$ cat src/rtl/sprite_layer_if.sv
// Bus between the scan/control side and sprite_layer: pixel stream, position write port,
// relocation handshake, hit/address result and the relocation FSM state for observation.
interface sprite_layer_if #(
    parameter int ADDR_W = 12
);
    logic [10:0]       pixel_x;
    logic [9:0]        pixel_y;
    logic              wr_en;
    logic [2:0]        wr_idx;
    logic [10:0]       wr_x;
    logic [9:0]        wr_y;
    logic              wr_vis;
    // reloc_req is a one-cycle request sampled only while reloc_busy is low; reloc_ack pulses
    // for exactly one cycle when the new position is written, after which reloc_busy drops.
    logic              reloc_req;
    logic [2:0]        reloc_idx;
    logic              reloc_busy;
    logic              reloc_ack;
    logic              hit;
    logic [2:0]        hit_idx;
    logic [ADDR_W-1:0] addr;
    logic [1:0]        dbg_state;

    modport master (
        output pixel_x, pixel_y, wr_en, wr_idx, wr_x, wr_y, wr_vis, reloc_req, reloc_idx,
        input  reloc_busy, reloc_ack, hit, hit_idx, addr, dbg_state
    );

    modport slave (
        input  pixel_x, pixel_y, wr_en, wr_idx, wr_x, wr_y, wr_vis, reloc_req, reloc_idx,
        output reloc_busy, reloc_ack, hit, hit_idx, addr, dbg_state
    );
endinterface

$ cat src/rtl/sprite_layer.sv
// Multi-sprite hit test and ROM address generator with a 2-stage pipeline.
// Define SPRITE_RELOCATE_EN to build the LFSR-driven random relocation engine.
module sprite_layer #(
    parameter int N_SPRITES = 4,
    parameter int SIZE      = 25,
    parameter int X_MAX     = 799,
    parameter int Y_MAX     = 599,
    parameter int ADDR_W    = 12
) (
    input logic           clk,
    input logic           reset,
    sprite_layer_if.slave bus
);
    localparam int SQ = SIZE * SIZE;

    logic [10:0]          pos_x_q [N_SPRITES];
    logic [9:0]           pos_y_q [N_SPRITES];
    logic [N_SPRITES-1:0] vis_q;

    logic                 commit_en;
    logic [2:0]           commit_idx;
    logic [10:0]          commit_x;
    logic [9:0]           commit_y;

    // A port write in the same cycle as a relocation commit overrides it (later assignment wins).
    always_ff @(posedge clk) begin
        if (reset) begin
            for (int i = 0; i < N_SPRITES; i++) begin
                pos_x_q[i] <= '0;
                pos_y_q[i] <= '0;
            end
            vis_q <= '0;
        end else begin
            for (int i = 0; i < N_SPRITES; i++) begin
                if (commit_en && commit_idx == 3'(i)) begin
                    pos_x_q[i] <= commit_x;
                    pos_y_q[i] <= commit_y;
                    vis_q[i]   <= 1'b1;
                end
                if (bus.wr_en && bus.wr_idx == 3'(i)) begin
                    pos_x_q[i] <= bus.wr_x;
                    pos_y_q[i] <= bus.wr_y;
                    vis_q[i]   <= bus.wr_vis;
                end
            end
        end
    end

    logic [N_SPRITES-1:0] hit1_d, hit1_q;
    logic [10:0]          dx1_d [N_SPRITES];
    logic [10:0]          dx1_q [N_SPRITES];
    logic [9:0]           dy1_d [N_SPRITES];
    logic [9:0]           dy1_q [N_SPRITES];

    // Bounds are compared one bit wider so pos + SIZE cannot wrap near the top of the range.
    always_comb begin
        hit1_d = '0;
        for (int i = 0; i < N_SPRITES; i++) begin
            hit1_d[i] = vis_q[i]
                && ({1'b0, bus.pixel_x} >= {1'b0, pos_x_q[i]})
                && ({1'b0, bus.pixel_x} <  {1'b0, pos_x_q[i]} + 12'(SIZE))
                && ({1'b0, bus.pixel_y} >= {1'b0, pos_y_q[i]})
                && ({1'b0, bus.pixel_y} <  {1'b0, pos_y_q[i]} + 11'(SIZE));
            dx1_d[i] = bus.pixel_x - pos_x_q[i];
            dy1_d[i] = bus.pixel_y - pos_y_q[i];
        end
    end

    always_ff @(posedge clk) begin
        if (reset) begin
            hit1_q <= '0;
            for (int i = 0; i < N_SPRITES; i++) begin
                dx1_q[i] <= '0;
                dy1_q[i] <= '0;
            end
        end else begin
            hit1_q <= hit1_d;
            for (int i = 0; i < N_SPRITES; i++) begin
                dx1_q[i] <= dx1_d[i];
                dy1_q[i] <= dy1_d[i];
            end
        end
    end

    logic              hit_d, hit_q;
    logic [2:0]        hit_idx_d, hit_idx_q;
    logic [ADDR_W-1:0] addr_d, addr_q;
    logic [10:0]       sel_dx;
    logic [9:0]        sel_dy;

    // Scanning from the top index down leaves the lowest hitting index selected.
    always_comb begin
        hit_d     = 1'b0;
        hit_idx_d = '0;
        sel_dx    = '0;
        sel_dy    = '0;
        for (int i = N_SPRITES - 1; i >= 0; i--) begin
            if (hit1_q[i]) begin
                hit_d     = 1'b1;
                hit_idx_d = 3'(i);
                sel_dx    = dx1_q[i];
                sel_dy    = dy1_q[i];
            end
        end
        addr_d = '0;
        if (hit_d) begin
            addr_d = ADDR_W'(int'(hit_idx_d) * SQ + int'(sel_dy) * SIZE + int'(sel_dx));
        end
    end

    always_ff @(posedge clk) begin
        if (reset) begin
            hit_q     <= 1'b0;
            hit_idx_q <= '0;
            addr_q    <= '0;
        end else begin
            hit_q     <= hit_d;
            hit_idx_q <= hit_idx_d;
            addr_q    <= addr_d;
        end
    end

    assign bus.hit     = hit_q;
    assign bus.hit_idx = hit_idx_q;
    assign bus.addr    = addr_q;

`ifdef SPRITE_RELOCATE_EN
    typedef enum logic [1:0] {
        IDLE   = 2'd0,
        DRAW   = 2'd1,
        COMMIT = 2'd2
    } reloc_state_e;

    reloc_state_e state_q, state_d;
    logic [15:0]  lfsr_q;
    logic [2:0]   ridx_q, ridx_d;
    logic [10:0]  cand_x_q, cand_x_d;
    logic [9:0]   cand_y_q, cand_y_d;

    always_ff @(posedge clk) begin
        if (reset) begin
            state_q  <= IDLE;
            lfsr_q   <= 16'hACE1;
            ridx_q   <= '0;
            cand_x_q <= '0;
            cand_y_q <= '0;
        end else begin
            state_q  <= state_d;
            lfsr_q   <= {lfsr_q[14:0], lfsr_q[15] ^ lfsr_q[13] ^ lfsr_q[12] ^ lfsr_q[10]};
            ridx_q   <= ridx_d;
            cand_x_q <= cand_x_d;
            cand_y_q <= cand_y_d;
        end
    end

    // An out-of-range draw just stays in DRAW: the LFSR has moved on by the next cycle.
    always_comb begin
        state_d        = state_q;
        ridx_d         = ridx_q;
        cand_x_d       = cand_x_q;
        cand_y_d       = cand_y_q;
        bus.reloc_busy = 1'b1;
        bus.reloc_ack  = 1'b0;
        commit_en      = 1'b0;
        case (state_q)
            IDLE: begin
                bus.reloc_busy = 1'b0;
                if (bus.reloc_req && int'(bus.reloc_idx) < N_SPRITES) begin
                    ridx_d  = bus.reloc_idx;
                    state_d = DRAW;
                end
            end
            DRAW: begin
                cand_x_d = lfsr_q[10:0];
                cand_y_d = lfsr_q[15:6];
                if (int'(lfsr_q[10:0]) <= X_MAX - SIZE + 1 && int'(lfsr_q[15:6]) <= Y_MAX - SIZE + 1) begin
                    state_d = COMMIT;
                end
            end
            COMMIT: begin
                bus.reloc_ack = 1'b1;
                commit_en     = 1'b1;
                state_d       = IDLE;
            end
            default: state_d = IDLE;
        endcase
    end

    assign commit_idx    = ridx_q;
    assign commit_x      = cand_x_q;
    assign commit_y      = cand_y_q;
    assign bus.dbg_state = state_q;
`else
    logic unused_reloc;
    assign unused_reloc   = ^{bus.reloc_req, bus.reloc_idx};
    assign commit_en      = 1'b0;
    assign commit_idx     = '0;
    assign commit_x       = '0;
    assign commit_y       = '0;
    assign bus.reloc_busy = 1'b0;
    assign bus.reloc_ack  = 1'b0;
    assign bus.dbg_state  = '0;
`endif
endmodule

$ cat src/flat_wrapper.sv
// flat-port wrapper written by rule: the top's interface ports become plain ports
module sprite_layer_flat 
#(
    parameter int N_SPRITES = 4,
    parameter int SIZE      = 25,
    parameter int X_MAX     = 799,
    parameter int Y_MAX     = 599,
    parameter int ADDR_W    = 12
)
  (clk, reset, bus_pixel_x, bus_pixel_y, bus_wr_en, bus_wr_idx, bus_wr_x, bus_wr_y, bus_wr_vis, bus_reloc_req, bus_reloc_idx, bus_reloc_busy, bus_reloc_ack, bus_hit, bus_hit_idx, bus_addr, bus_dbg_state);
  sprite_layer_if #(.ADDR_W(ADDR_W)) bus_i ();
  input logic clk;
  input logic reset;
  input wire logic [$bits(bus_i.pixel_x)-1:0] bus_pixel_x;
  input wire logic [$bits(bus_i.pixel_y)-1:0] bus_pixel_y;
  input wire logic [$bits(bus_i.wr_en)-1:0] bus_wr_en;
  input wire logic [$bits(bus_i.wr_idx)-1:0] bus_wr_idx;
  input wire logic [$bits(bus_i.wr_x)-1:0] bus_wr_x;
  input wire logic [$bits(bus_i.wr_y)-1:0] bus_wr_y;
  input wire logic [$bits(bus_i.wr_vis)-1:0] bus_wr_vis;
  input wire logic [$bits(bus_i.reloc_req)-1:0] bus_reloc_req;
  input wire logic [$bits(bus_i.reloc_idx)-1:0] bus_reloc_idx;
  output wire logic [$bits(bus_i.reloc_busy)-1:0] bus_reloc_busy;
  output wire logic [$bits(bus_i.reloc_ack)-1:0] bus_reloc_ack;
  output wire logic [$bits(bus_i.hit)-1:0] bus_hit;
  output wire logic [$bits(bus_i.hit_idx)-1:0] bus_hit_idx;
  output wire logic [$bits(bus_i.addr)-1:0] bus_addr;
  output wire logic [$bits(bus_i.dbg_state)-1:0] bus_dbg_state;
  assign bus_i.pixel_x = bus_pixel_x;
  assign bus_i.pixel_y = bus_pixel_y;
  assign bus_i.wr_en = bus_wr_en;
  assign bus_i.wr_idx = bus_wr_idx;
  assign bus_i.wr_x = bus_wr_x;
  assign bus_i.wr_y = bus_wr_y;
  assign bus_i.wr_vis = bus_wr_vis;
  assign bus_i.reloc_req = bus_reloc_req;
  assign bus_i.reloc_idx = bus_reloc_idx;
  assign bus_reloc_busy = bus_i.reloc_busy;
  assign bus_reloc_ack = bus_i.reloc_ack;
  assign bus_hit = bus_i.hit;
  assign bus_hit_idx = bus_i.hit_idx;
  assign bus_addr = bus_i.addr;
  assign bus_dbg_state = bus_i.dbg_state;
  sprite_layer #(.N_SPRITES(N_SPRITES), .SIZE(SIZE), .X_MAX(X_MAX), .Y_MAX(Y_MAX), .ADDR_W(ADDR_W)) u_core (.clk(clk), .reset(reset), .bus(bus_i));
endmodule
$ cat config.mk
export PLATFORM = sky130hd
export DESIGN_NAME = sprite_layer_flat
export DESIGN_NICKNAME = d
export VERILOG_FILES = /design/src/rtl/sprite_layer_if.sv /design/src/rtl/sprite_layer.sv /design/src/flat_wrapper.sv
export SDC_FILE = /design/constraint.sdc
export NUM_CORES = 1
export LEC_CHECK = 0
export BUFFER_PORTS_ARGS = -buffer_cell sky130_fd_sc_hd__buf_4
export CAP_MARGIN = 20
export CORE_ASPECT_RATIO = 1.75
export CORE_MARGIN = 4
export CORE_UTILIZATION = 29
export CTS_CLUSTER_SIZE = 24
export DETAILED_ROUTE_END_ITERATION = 6
export GPL_TIMING_DRIVEN = 0
export PLACE_DENSITY = 0.44
export SYNTH_ARGS = -nofsm -noshare
export SYNTH_HDL_FRONTEND = slang
export SYNTH_SLANG_ARGS = --single-unit
$ cat constraint.sdc
create_clock -name clk -period 9.9 [get_ports clk]
set_clock_uncertainty 0.15 [all_clocks]
set_input_delay 0.495 -clock clk [delete_from_list [all_inputs] [get_ports clk]]
set_output_delay 0.495 -clock clk [all_outputs]
set_load 0.005 [all_outputs]
-- Yosys cells after proc, flatten, opt, wreduce, memory -nomap -nowiden
Memory sizes are Yosys's and may differ from the RTL's.
Cells that the tools add are included.
Widths: inputs -> output; s select.
- register bits: 24
- bits in latches: 0
- input bits: 53
- memories kept: 4
- memory bits (writable): 168
- memory bits (read-only): 0
- memories (name ; words ; width ; read ports ; clocked after memory_dff ; wr ports ; RTL line ; text):
    u_core.dx1_q ; 4 ; 11 ; 4 ; 0 ; 4 ; sprite_layer.sv:51 ; logic [10:0] dx1_q [N_SPRITES];
    u_core.pos_x_q ; 4 ; 11 ; 4 ; 0 ; 4 ; sprite_layer.sv:16 ; logic [10:0] pos_x_q [N_SPRITES];
    u_core.dy1_q ; 4 ; 10 ; 4 ; 0 ; 4 ; sprite_layer.sv:53 ; logic [9:0] dy1_q [N_SPRITES];
    u_core.pos_y_q ; 4 ; 10 ; 4 ; 0 ; 4 ; sprite_layer.sv:17 ; logic [9:0] pos_y_q [N_SPRITES];
- bitwise operators: 17
- multipliers: 2
- order comparisons: 16
- add/subtract/negate cells: 18
- reduce and logical (&&, ||, !) cells: 22
- div/mod/pow operators: 0
- shifts and indexed selects: 0
- multiplexer cells: 47
- eq/ne operators: 3
- operators by type and width (cell ; count):
    $mux 11 ; 12
    $mux 10 ; 12
    $add 11x5->12 const B ; 4
    $lt 11x12->1 ; 4
    $add 10x5->11 const B ; 4
    $ge 11x11->1 ; 4
    $lt 10x11->1 ; 4
    $sub 11x11->11 ; 4
    $ge 10x10->1 ; 4
    $sub 10x10->10 ; 4
    $add 12x12->12 ; 2
    $logic_and 1x1->1 ; 20
    $mux 1 ; 19
    $or 1x1->1 ; 16
    $mul 10x5->12 const B ; 1
    $mul 2x10->12 const B ; 1
    $mux 2 ; 4
    $eq 3x2->1 const B ; 2
    $eq 3x1->1 const B ; 1
    $logic_not 3->1 ; 1
    $reduce_or 2->1 ; 1
    $not 1->1 ; 1

-- Longest topological paths before layout
Gate-level depths: netlist of run 1.
An unclocked memory read counts as a cell.
- word-level depth: 8
- gate-level depth with buffers: 21

-- Least setup slack after synthesis of run 1
Ideal clock, no wire load.
- kind: register to register
- start: register u_core.hit1_q[3]
- end: register u_core.addr_q[11] (netlist: u_core.bus.addr[11])
- library setup time: 0.072 ns
- path buffers: 2
- cell stages (with the launch flop): 20
- period minus slack after synthesis: 4.779 ns
- setup slack: 5.121 ns
- arrival time: 4.557 ns
- cell sequence: dfxtp_1 > nor2b_1 > clkbuf_1 > clkbuf_1 > a22oi_1 > nor2_1 > a21oi_1 > o21ai_0 > ha_1 > inv_1 > fa_1 > inv_1 > fa_1 > fa_1 > ha_1 > o21ai_0 > o21ai_0 > a21oi_1 > or3_1 > mux2i_1
- word-level cells in the longest chain between the ends: 7
- ends and longest elaborated chain (element ; RTL line ; text):
    start, declared ; sprite_layer.sv:49 ; logic [N_SPRITES-1:0] hit1_d, hit1_q;
    start signal, assigned ; sprite_layer.sv:77 ; hit1_q <= hit1_d;
    $mux 2 / $mux 10 (equally long branches) (4 in a row) ; sprite_layer.sv:98 ; if (hit1_q[i]) begin
    $mul 2x10->12 / $mul 10x5->12 (equally long branches) ; sprite_layer.sv:107 ; addr_d = ADDR_W'(int'(hit_idx_d) * SQ + int'(sel_dy) * SIZE + int'(sel_dx));
    $add 12x12->12 (2 in a row) ; sprite_layer.sv:107 ;
    end signal, assigned ; sprite_layer.sv:119 ; addr_q <= addr_d;
    end, declared ; sprite_layer.sv:87 ; logic [ADDR_W-1:0] addr_d, addr_q;
Parallel ways exist; a longest one is shown, timed or not.
A chain may end at the register's enable or synchronous reset.

-- Final worst setup path of run 1
Same ends and word-level chain as after synthesis.

==> results by group, run 1 <==
Global route
  • Met2 Use GR: slightly above 30%
  • First-pass GRT wire length: slightly below 70 mm
  • Initial antenna violation count: 0
  • Met1 global-route usage: a little under a fifth
  • Met3 Usage GRT: under 10%
  • Gr usage total: between 10% and 20%
  • Largest net degree at the start of global routing: 22
  • Gr busiest metal: met2
  • Vias in the first global route: approximately 12,000
  • Total gr overflow: 0

Route
  • Detail Route Antenna Nets: 0
  • Vias/cell: around 4.7
  • Final wirelength: 44.2 mm
  • # DRC: 0
  • Detailed-route wire length per cell: ~19 um
  • Starting DRT DRC Count: 457
  • Router iterations before antenna repair: 5
  • Routed vias: about 11,000

Die
  • Die W: roughly 180 um
  • Starting density of the core: roughly 29%
  • Die area: about 54,000 um2
  • Core Box Area: 49,600 um2
  • FP Rows: around 110
  • Die Y-Extent: 304 um
  • I/O pin cnt: 73

Yosys
  • Post-synthesis sequential area ratio: 32.2%
  • Unique masters post-synth: 66
  • Post-synthesis mux area share: less than 1%
  • Synthesis-stage register bit count: 191
  • Area share of the largest cell type after synthesis: between 10% and 20%
  • Synth Area in Compound Gates: 15.5%
  • Post-synth EDFFs: 84
  • Async S/R FF share, synth: 0%
  • Main synth FF type: dfxtp_1
  • Yosys warns: 0
  • Mapped cell area: roughly 14,000 um2
  • Cell taking the most area after synthesis: ha_1
  • Cells after Synth: between 1,500 and 2,000
  • Top post-synthesis cells by area: ha_1, edfxtp_1, dfxtp_1
  • Main combinational cell family by area after synthesis: adder cells
  • Count leader, synth: ha_1
  • Adder-cell share of the synthesized area: 22.5%
  • Simple-gate share of the synthesized area: 17.3%
  • XOR/XNOR share of the synthesized area: ~6.6%
  • Commonest cells post-synth: ha_1, inv_1, nor2_1
  • Post-synthesis area per instance: between 9 and 10 um2

Pwr
  • Sequential Power Share: 42.3%
  • Pwr Total: between 2000 and 2500 uW
  • Clock share of power: between 30% and 40%
  • Comb pwr share: 24.2%
  • Psw: 678 uW
  • Leak: between 0.007 and 0.008 uW
  • Peak supply drop: 0.129 mV
  • Switching Share: 30.5%
  • Power density cells: about 130 nW/um2
  • Internal Power: approximately 1500 uW

Status
  • Outcome: complete, no violations

Cells and area
  • Area growth, synth to finish: 13.7%
  • Register Area: around 4700 um2
  • Layout cells sized above 1: around 7.3%
  • Finished Cell Area: 16,500 um2
  • Nets: about 2,000
  • Multi-input gate area: ~9200 um2
  • Post-layout util: 33.2%
  • ANT cells: 0
  • FILL cells: between 5,000 and 6,000

Placed design
  • DPL Wire Length: approximately 38 mm
  • Cell Area, Placed: 15,900 um2
  • Port bufs: 63
  • Pre-CTS WS: 3710 ps
  • GPL Wtd Cong: approximately 0.83

Clocking
  • Post-CTS setup buffers: 0
  • Resized cells post-CTS: 0
  • Clock sink count: approximately 190
  • Clock latency on the worst-skew pair: 450 ps
  • CTS clock-pin slew for the worst setup and hold paths: 80 ps
  • Clock Tree Root: clkbuf_16
  • H-tree depth: 4
  • CTS Hold Bufs: 0
  • CTS tree: built
  • Clk buf depth: 2
  • CTS buffer count: 17

Timing
  • Post-route minimum period: about 6000 ps
  • Final WS setup: ~3800 ps
  • Final Hold Violating Endpoints: 0
  • Peak Freq: 163 MHz
  • Setup Viol. Count Final: 0
  • Setup TNS: 0 ps
  • Slew @ Worst Pin: 1080 ps
  • Final worst-path cycle share: 61.8%
  • RSZ-0062 raised after global routing: no
  • Relative slew slack: between 20% and 30%
  • Slew Viols, Final: 0

Setup path
  • Slowest cell delay on critical path: just over 600 ps
  • Crit-path leading delay family: adder cells
  • Critical path class: reg -> reg
  • Startpoint types: register
  • WP data required: 10,150 ps
  • CP max-delay cell: o21ai_0
  • CP cell instances: nor2b_1 -> clkbuf_1 -> clkbuf_1 -> a22oi_1 -> nor2_1 -> a21oi_1 -> o21ai_0 -> ha_1 -> inv_1 -> fa_1 -> inv_1 -> fa_1 -> fa_1 -> ha_1 -> o21ai_0 -> o21ai_0 -> a21oi_1 -> or3_1 -> mux2i_1
  • Worst path bufs/invs: 4
  • CP Max Fanout: 10
  • CP arrival: around 6400 ps
  • Crit end category: register

Job
  • Max-cap violation count: 0

Worst hold path
  • Min-delay worst type: in -> reg
[path summary, 6_finish.rpt]
check | startpoint | end | slack (ps) | depth (start not counted)
max | u_core.hit1_q[3] | u_core.bus.addr[11] | 3780 | 19
max reg2reg | u_core.hit1_q[3] | u_core.bus.addr[11] | 3780 | 19
min | bus_wr_vis | u_core.vis_q[3] | 160 | 3
min reg2reg | u_core.vis_q[3] | u_core.vis_q[3] | 370 | 2
[cell families (layout without fill, tap and decap cells)]
group | after synthesis | after routing
flops | 191 | 191
buf+inv | 183 | 281
xor+xnor | 110 | 110
mux | 12 | 12
compound gates | 344 | 344
simple gates | 498 | 498
other cells | 1 | 5
fa+ha+maj | 242 | 242
[sequential cells by signal (all words and copies together), names as in the netlist]
register	cells
u_core.dx1_q	44
u_core.pos_x_q	44
u_core.dy1_q	40
u_core.pos_y_q	40
u_core.bus.addr	12
u_core.hit1_q	4
u_core.vis_q	4
u_core.bus.hit_idx	2
u_core.bus.hit	1
[tightest hold or removal path, cell delays in order]
cell and delay (ps):
buf_4 100, mux2i_1 60, nor2_1 70
[stage by stage]
step,hold slack [ps],instances
global route,165,2343
finish,163,2343
detailed placement,343,2311
floorplan,294,1585
global placement,347,2308
CTS,143,2343
[layout by cell type, fill, tap and decap left out, types with 29 or more instances in the layout]
| cell | count |
|---|---|
| buf_4 | 69 |
| and2_1 | 95 |
| a21oi_1 | 93 |
| edfxtp_1 | 84 |
| dfxtp_1 | 107 |
| ha_1 | 211 |
| xor2_1 | 29 |
| inv_1 | 146 |
| nand2_1 | 85 |
| o21ai_0 | 82 |
| fa_1 | 31 |
| xnor2_1 | 81 |
| nor3_1 | 34 |
| nor2_1 | 145 |
| nor2b_1 | 44 |
[layer usage]
| layer | share of wire (%) | vias to the layer above |
|---|---|---|
| met5 | 0 | - |
| met4 | 4.6 | 0 |
| met3 | 2.6 | 64 |
| li1 | - | 5723 |
| met1 | 41 | 5159 |
| met2 | 52 | 178 |
[final cells by class]
| cell class | count | area share (%) |
|---|---|---|
| multi-input combinational | 1211 | 55.5 |
| inverter | 146 | 3.32 |
| clock inverter | 13 | 1.00 |
| sequential | 191 | 28.3 |
| buffer | 37 | 0.956 |
| timing repair buffer | 66 | 3.10 |
| tap | 660 | 5.01 |
| clock buffer | 19 | 2.82 |
[power by group through the flow]
stage	clock network, uW	registers [uW]	logic [uW]
4_1_cts	762	943	546
3_5_place_dp	0	961	543
3_3_place_gp	0	961	537
6_report	744	942	539
5_1_grt	790	949	613
2_1_floorplan	0	937	376
No activity file was read; power rests on OpenSTA's default activity.
==> run 2: changes to the inputs <==
==> constraint.sdc (replaced) <==
create_clock -name clk -period 6.21 [get_ports clk]
set_clock_uncertainty 0.15 [all_clocks]
set_input_delay 0.3105 -clock clk [delete_from_list [all_inputs] [get_ports clk]]
set_output_delay 0.3105 -clock clk [all_outputs]
set_load 0.005 [all_outputs]
==> run 2 against run 1 <==
Largest power group unchanged; sequential share of layout area is essentially flat; core utilization is essentially flat; hold slack lost 140 ps; via count grew 0.48%; die area is the same.
==> results by group, run 2 (same netlist as run 1, synthesis figures left out) <==
Status
  • Outcome: complete, no violations

Setup path
  • WP data required: 6450 ps (-3700 ps)
  • Crit end category: register
  • CP Max Fanout: 10 (unchanged)
  • Startpoint types: register
  • Critical path class: reg -> reg
  • CP arrival: 6120 ps (-250 ps)
  • Reg-to-Reg Start: u_core.hit1_q[3]
  • Critical Path Source: u_core.hit1_q[3]
  • Worst-case reg-to-reg path depth: 19 (unchanged)

Pwr
  • Switching Share: 30.4% (about the same)
  • Sequential Power Share: 42.3% (about the same)
  • Leak: 0.00721 uW (about the same)
  • Clock share of power: 33.4% (about the same)
  • Internal Power: 2470 uW (+59%)
  • Pwr Total: 3550 uW (+59%)
  • Psw: 1080 uW (+59%)
  • Comb pwr share: 24.3% (about the same)
  • Peak supply drop: 0.205 mV (+59%)
  • Power density cells: 215 nW/um2 (+59%)

Placed design
  • DPL Wire Length: 37.6 mm (unchanged)
  • GPL Wtd Cong: 0.830 (unchanged)
  • Port bufs: 63 (unchanged)
  • Placed Cells: 2,311 (unchanged)

Clocking
  • Clk buf depth: 2 (unchanged)
  • CTS clock-pin slew for the worst setup and hold paths: 80 ps (about the same)
  • CTS tree: built
  • Clock latency on the worst-skew pair: 450 ps (about the same)
  • Clock Tree Root: clkbuf_16
  • CTS buffer count: 17 (unchanged)
  • H-tree depth: 4 (unchanged)
  • Clock sink count: 191 (unchanged)

Worst hold path
  • Worst min-delay path startpoint: bus_wr_x[1]
  • Min-delay worst type: in -> reg
  • WHS Path Cells: 2 (-1)

Cells and area
  • Area growth, synth to finish: 13.8% (about the same)
  • Nets: 1,966 (+0.051%)
  • Most common cell after layout, fill and taps aside: ha_1
  • Most frequent cells in the layout: ha_1, inv_1, nor2_1
  • Largest registers: u_core.dx1_q x44, u_core.pos_x_q x44
  • Non-Filler Instances: 2,344 (+0.043%)
  • ANT cells: 0 (unchanged)
  • FILL cells: 5,140 (unchanged)
  • Layout cells sized above 1: 7.30% (about the same)
  • Post-layout util: 33.3% (about the same)

Timing
  • Peak Freq: 170 MHz (+4.2%)
  • Relative slew slack: 25.9% (-1.3 points)
  • Final Hold Violating Endpoints: 0 (unchanged)
  • Setup Viol. Count Final: 0 (unchanged)
  • Setup TNS: 0 ps (unchanged)
  • Slew Viols, Final: 0 (unchanged)
  • Hold WS: 19.7 ps (-144 ps)
  • RSZ-0062 raised after global routing: no
  • Post-route minimum period: 5880 ps (-246 ps)
  • Final worst-path cycle share: 94.6% (+33 points)
  • Slew @ Worst Pin: 1100 ps (+18.7 ps)

Global route
  • Total gr overflow: 0 (unchanged)
  • Initial antenna violation count: 0 (unchanged)
  • Vias in the first global route: 11,600 (+0.052%)
  • First-pass GRT wire length: 67.8 mm (about the same)
  • Gr usage total: 16.6% (about the same)
  • Largest net degree at the start of global routing: 22 (unchanged)

Die
  • Core Box Area: 49,600 um2 (unchanged)
  • Starting density of the core: 29.2% (unchanged)
  • Die area: 53,800 um2 (unchanged)
  • FP Rows: 108 (unchanged)
  • I/O pin cnt: 73 (unchanged)
  • Die Y-Extent: 304 um (unchanged)
  • Die W: 177 um (unchanged)

Job
  • Max-cap violation count: 0 (unchanged)

Route
  • Detail Route Antenna Nets: 0 (unchanged)
  • Starting DRT DRC Count: 418 (-8.5%)
  • Router iterations before antenna repair: 5 (unchanged)
  • Vias/cell: 4.77 (+0.43%)
  • Final wirelength: 44.3 mm (+0.17%)
  • # DRC: 0 (unchanged)
  • Detailed-route wire length per cell: 18.9 um (+0.12%)
  • Routed vias: 11,200 (+0.48%)
run 2: critical path: stages (launching register included):
cell,delay (ps)
dfxtp_1,370
nor2b_1,220
clkbuf_1,520
clkbuf_1,520
a22oi_1,140
nor2_1,120
a21oi_1,50
o21ai_1,420
ha_1,240
inv_1,50
fa_1,490
inv_1,50
fa_1,500
fa_1,490
ha_1,320
o21ai_0,110
o21ai_0,360
a21oi_1,170
or3_1,380
mux2i_1,130
run 2: timing repair:
action	4_1_cts	5_1_grt
setup buffers	0	0
setup endpoints to repair	1	3
hold endpoints to repair	4	0
cloned	0	0
pin swaps	0	0
gates resized for setup	1	2
hold buffers	1	0
run 2: path summary, 6_finish.rpt:
| kind | endpoint | slack, ps |
|---|---|---|
| max | u_core.bus.addr[11] | 330 |
| min | u_core.pos_x_q[0][34] | 20 |
| max reg2reg | u_core.bus.addr[11] | 330 |
| min reg2reg | u_core.vis_q[3] | 370 |
run 2: power by group through the flow:
| stage | clock, uW | sequential [uW] | combinational [uW] |
|---|---|---|---|
| 2_1_floorplan | 0 | 1490 | 599 |
| 3_3_place_gp | 0 | 1530 | 856 |
| 3_5_place_dp | 0 | 1530 | 865 |
| 4_1_cts | 1220 | 1500 | 871 |
| 5_1_grt | 1260 | 1510 | 978 |
| 6_report | 1180 | 1500 | 861 |
run 2: per-stage QoR:
| step | area [um2] | setup WS [ps] |
|---|---|---|
| floorplan | 14500 | 1430 |
| global placement | 15800 | -21.3 |
| detailed placement | 15900 | 23.5 |
| CTS | 16500 | 20.8 |
| global route | 16500 | 17.8 |
| finish | 16500 | 333 |
run 2: layout make-up:
class	instances	area (um2)	share of cell area (%)
Buffer	37	158	0.956
Sequential cell	191	4660	28.3
Clock inverter	13	165	1.00
Timing Repair Buffer	67	520	3.16
Inverter	146	548	3.32
Multi-Input combinational cell	1211	9150	55.5
Clock buffer	19	464	2.81
Tap cell	660	826	5.01
run 2: per-layer routing:
layer / vias to the layer above / track usage (%) / wire length [um]
li1: 5727 / - / -
met1: 5182 / 19.2 / 18000
met2: 205 / 30.3 / 23000
met3: 63 / 1.99 / 1220
met4: 0 / 7.65 / 2010
met5: - / 0 / 0
==> run 3: changes to the inputs <==
--- a/config.mk
+++ b/config.mk
@@ -5,6 +5,7 @@
 export SDC_FILE = /design/constraint.sdc
 export NUM_CORES = 1
 export LEC_CHECK = 0
+export ABC_AREA = 1
 export BUFFER_PORTS_ARGS = -buffer_cell sky130_fd_sc_hd__buf_4
 export CAP_MARGIN = 20
 export CORE_ASPECT_RATIO = 1.75
@@ -13,6 +14,7 @@
 export CTS_CLUSTER_SIZE = 24
 export DETAILED_ROUTE_END_ITERATION = 6
 export GPL_TIMING_DRIVEN = 0
+export MAX_ROUTING_LAYER = met4
 export PLACE_DENSITY = 0.44
 export SYNTH_ARGS = -nofsm -noshare
 export SYNTH_HDL_FRONTEND = slang
==> run 3 against run 2 <==
Synthesized cell count increased by 20%; register-to-register slack improved by 460 ps; sequential power about the same; via count increased by 12%; design area increased by 2.3%; critical endpoint is now u_core.bus.addr[9]; largest cell class unchanged; largest power group unchanged.
==> results by group, run 3 <==
Clocking
  • Post-CTS setup buffers: 0 (unchanged)
  • CTS Hold Bufs: 0 (-1)
  • Clk buf depth: 2 (unchanged)
  • CTS tree: built
  • Clock Tree Root: clkbuf_16
  • Clock latency on the worst-skew pair: 450 ps (about the same)
  • Resized cells post-CTS: 0 (-1)
  • H-tree depth: 4 (unchanged)
  • Clock sink count: 191 (unchanged)
  • CTS clock-pin slew for the worst setup and hold paths: 80 ps (about the same)
  • CTS buffer count: 17 (unchanged)

Route
  • Routed vias: 12,500 (+12%)
  • # DRC: 0 (unchanged)
  • Final wirelength: 46.7 mm (+5.4%)
  • Detailed-route wire length per cell: 17.5 um (-7.5%)
  • Vias/cell: 4.70 (-1.4%)
  • Router iterations before antenna repair: 7 (+2)
  • Starting DRT DRC Count: 580 (+39%)
  • Detail Route Antenna Nets: 0 (unchanged)

Setup path
  • R2r setup slk: 790 ps (+460 ps)
  • CP max-delay cell: o21ai_0
  • Critical Path Source: u_core.hit1_q[0]
  • Reg-to-Reg Start: u_core.hit1_q[0]
  • Startpoint types: register
  • Critical path class: reg -> reg
  • Slowest cell delay on critical path: 710 ps (+190 ps)
  • WP data required: 6400 ps (-50 ps)
  • Worst path bufs/invs: 5 (+1)
  • CP Max Fanout: 10 (unchanged)
  • Crit end category: register
  • CP cell instances: buf_2 -> inv_1 -> buf_1 -> o21ai_0 -> o21ai_0 -> ha_1 -> inv_1 -> fa_1 -> fa_1 -> inv_1 -> fa_1 -> ha_1 -> a21oi_1 -> a21boi_0 -> o21bai_1 -> o21ai_0 -> a21oi_1
  • Crit-path leading delay family: adder cells
  • Worst-case reg-to-reg path depth: 17 (-2)
  • Reg-to-Reg End: u_core.bus.addr[9]
  • CP arrival: 5610 ps (-510 ps)

Worst hold path
  • Worst min-delay path startpoint: bus_wr_vis
  • Min-delay worst type: in -> reg
  • Hold EP: u_core.vis_q[0]
  • WHS Path Cells: 3 (+1)

Global route
  • Total gr overflow: 0 (unchanged)
  • First-pass GRT wire length: 71.0 mm (+4.7%)
  • Vias in the first global route: 12,500 (+7.9%)
  • Gr usage total: 17.6% (+1.0 points)
  • Largest net degree at the start of global routing: 17 (-23%)
  • Initial antenna violation count: 0 (unchanged)

Cells and area
  • Largest registers: u_core.dx1_q x44, u_core.pos_x_q x44
  • Most common cell after layout, fill and taps aside: nand2_1
  • ANT cells: 0 (unchanged)
  • Area growth, synth to finish: 13.4%
  • Layout cells sized above 1: 7.04% (-0.27 points)
  • Most frequent cells in the layout: nand2_1, inv_1, nor2_1
  • FILL cells: 5,364 (+4.4%)
  • Nets: 2,286 (+16%)

Timing
  • RSZ-0062 raised after global routing: no
  • Slew @ Worst Pin: 903 ps (-201 ps)
  • Relative slew slack: 39.8% (+14 points)
  • Peak Freq: 185 MHz (+8.5%)
  • Post-route minimum period: 5420 ps (-458 ps)
  • Final worst-path cycle share: 87.3% (-7.4 points)
  • Setup Viol. Count Final: 0 (unchanged)
  • Slew Viols, Final: 0 (unchanged)
  • Final Hold Violating Endpoints: 0 (unchanged)
  • Setup TNS: 0 ps (unchanged)
  • Final WS setup: 791 ps (+458 ps)

Yosys
  • Mapped cell area: 14,900 um2 (+2.6%)
  • Synthesis-stage register bit count: 191 (unchanged)
  • Count leader, synth: nand2_1
  • Yosys warns: 0 (unchanged)
  • Commonest cells post-synth: nand2_1, inv_1, nor2_1
  • Area share of the largest cell type after synthesis: 17.7% (-0.46 points)
  • Unique masters post-synth: 44 (-33%)
  • Post-synthesis sequential area ratio: 31.4% (-0.82 points)
  • Post-synthesis area per instance: 7.82 um2 (-15%)
  • Main synth FF type: dfxtp_1
  • Post-synth EDFFs: 84 (unchanged)
  • Cells after Synth: 1,902 (+20%)
  • Async S/R FF share, synth: 0% (unchanged)
  • Cell taking the most area after synthesis: ha_1
  • Top post-synthesis cells by area: ha_1, edfxtp_1, dfxtp_1

Die
  • I/O pin cnt: 73 (unchanged)
  • FP Rows: 109 (+0.93%)
  • Die W: 179 um (+1.2%)
  • Core Box Area: 50,600 um2 (+2.0%)
  • Die Y-Extent: 308 um (+1.3%)
  • Die area: 55,100 um2 (+2.5%)
  • Starting density of the core: 29.4% (+0.17 points)

Pwr
  • Power density cells: 207 nW/um2 (-3.8%)
  • Peak supply drop: 0.196 mV (-4.3%)
  • Leak: 0.00802 uW (+11%)

Placed design
  • Pre-CTS WS: 772 ps (+749 ps)
  • GPL Wtd Cong: 0.885 (+6.5%)
  • DPL Wire Length: 39.3 mm (+4.5%)
  • Port bufs: 62 (-1.6%)

Job
  • Max-cap violation count: 0 (unchanged)

Status
  • Outcome: complete, no violations
==> run 3: cell count changes after synthesis, moves of 19 or more <==
cell	change
nand2_1	+215
inv_1	+136
nor2_1	+105
and2_1	-95
xnor2_1	-70
a21oi_1	+61
nand3_1	+56
nor2b_1	-44
o21ai_0	+38
xor2_1	+36
nand2b_1	-22
a211oi_1	-20
nor3_1	-19
==> run 3: per-layer routing <==
metal  global-route usage, %  vias up  wire (um)
li1                        -     6506          -
met5                       -        -          0
met2                    32.3      209      24900
met3                    1.85       64       1210
met1                    19.6     5769      19000
met4                    6.33        0       1540
==> run 3: layout make-up <==
cell class,instances,area (um2),share of cell area (%)
buffer,36,171,1.02
clock buffer,22,507,3.00
clock inverter,10,97.6,0.579
inverter,285,1070,6.34
multi-input combinational,1394,9000,53.4
sequential,191,4660,27.7
tap,666,833,4.94
timing repair buffer,66,526,3.12
==> run 3: cell families (layout without fill, tap and decap cells) <==
| kind of cell | after synthesis | after routing | share of synthesized area, % |
|---|---|---|---|
| buffers and inverters | 321 | 419 | 8.34 |
| and+or+nand+nor | 697 | 697 | 19.5 |
| AOI/OAI and AO/OA | 374 | 374 | 14.4 |
| DFF | 191 | 191 | 31.4 |
| other | 1 | 5 | 0.0252 |
| xor gates and xnor gates | 76 | 76 | 4.47 |
| adders and majority gates | 242 | 242 | 21.9 |
==> run 3: how the worst max path moves through the flow <==
stage | depth (start not counted) | end | slack (ps)
after detailed placement | 17 | u_core.bus.addr[9] | 770
after global placement | 17 | u_core.bus.addr[9] | 730
after CTS | 17 | u_core.bus.addr[9] | 770
after global routing | 17 | u_core.bus.addr[9] | 510
final | 17 | u_core.bus.addr[9] | 790
after floorplan | 17 | u_core.bus.addr[9] | 1910
==> run 3: power breakdown <==
part / total, uW / switching [uW] / internal [uW]
Clock: 1130 / 502 / 626
Sequential: 1500 / 75.0 / 1420
Combinational: 865 / 546 / 319
==> run 3: tightest hold or removal path, cell delays in order <==
cell     delay (ps)
buf_4            70
inv_1            80
o22ai_1         170
==> run 3: per-stage QoR <==
| stage | util [%] | instance area [um2] | power, uW | std cells | hold slack, ps |
|---|---|---|---|---|---|
| final | 33.3 | 16900 | 3490 | 2670 | 77.1 |
| after global routing | 33.3 | 16900 | 3700 | 2670 | 66.5 |
| after CTS | 33.3 | 16900 | 3520 | 2670 | 55.6 |
| after detailed placement | 32.1 | 16300 | 2390 | 2638 | 382 |
| after global placement | 32.0 | 16200 | 2370 | 2634 | 359 |
| after floorplan | - | 14900 | 2090 | 1906 | 298 |
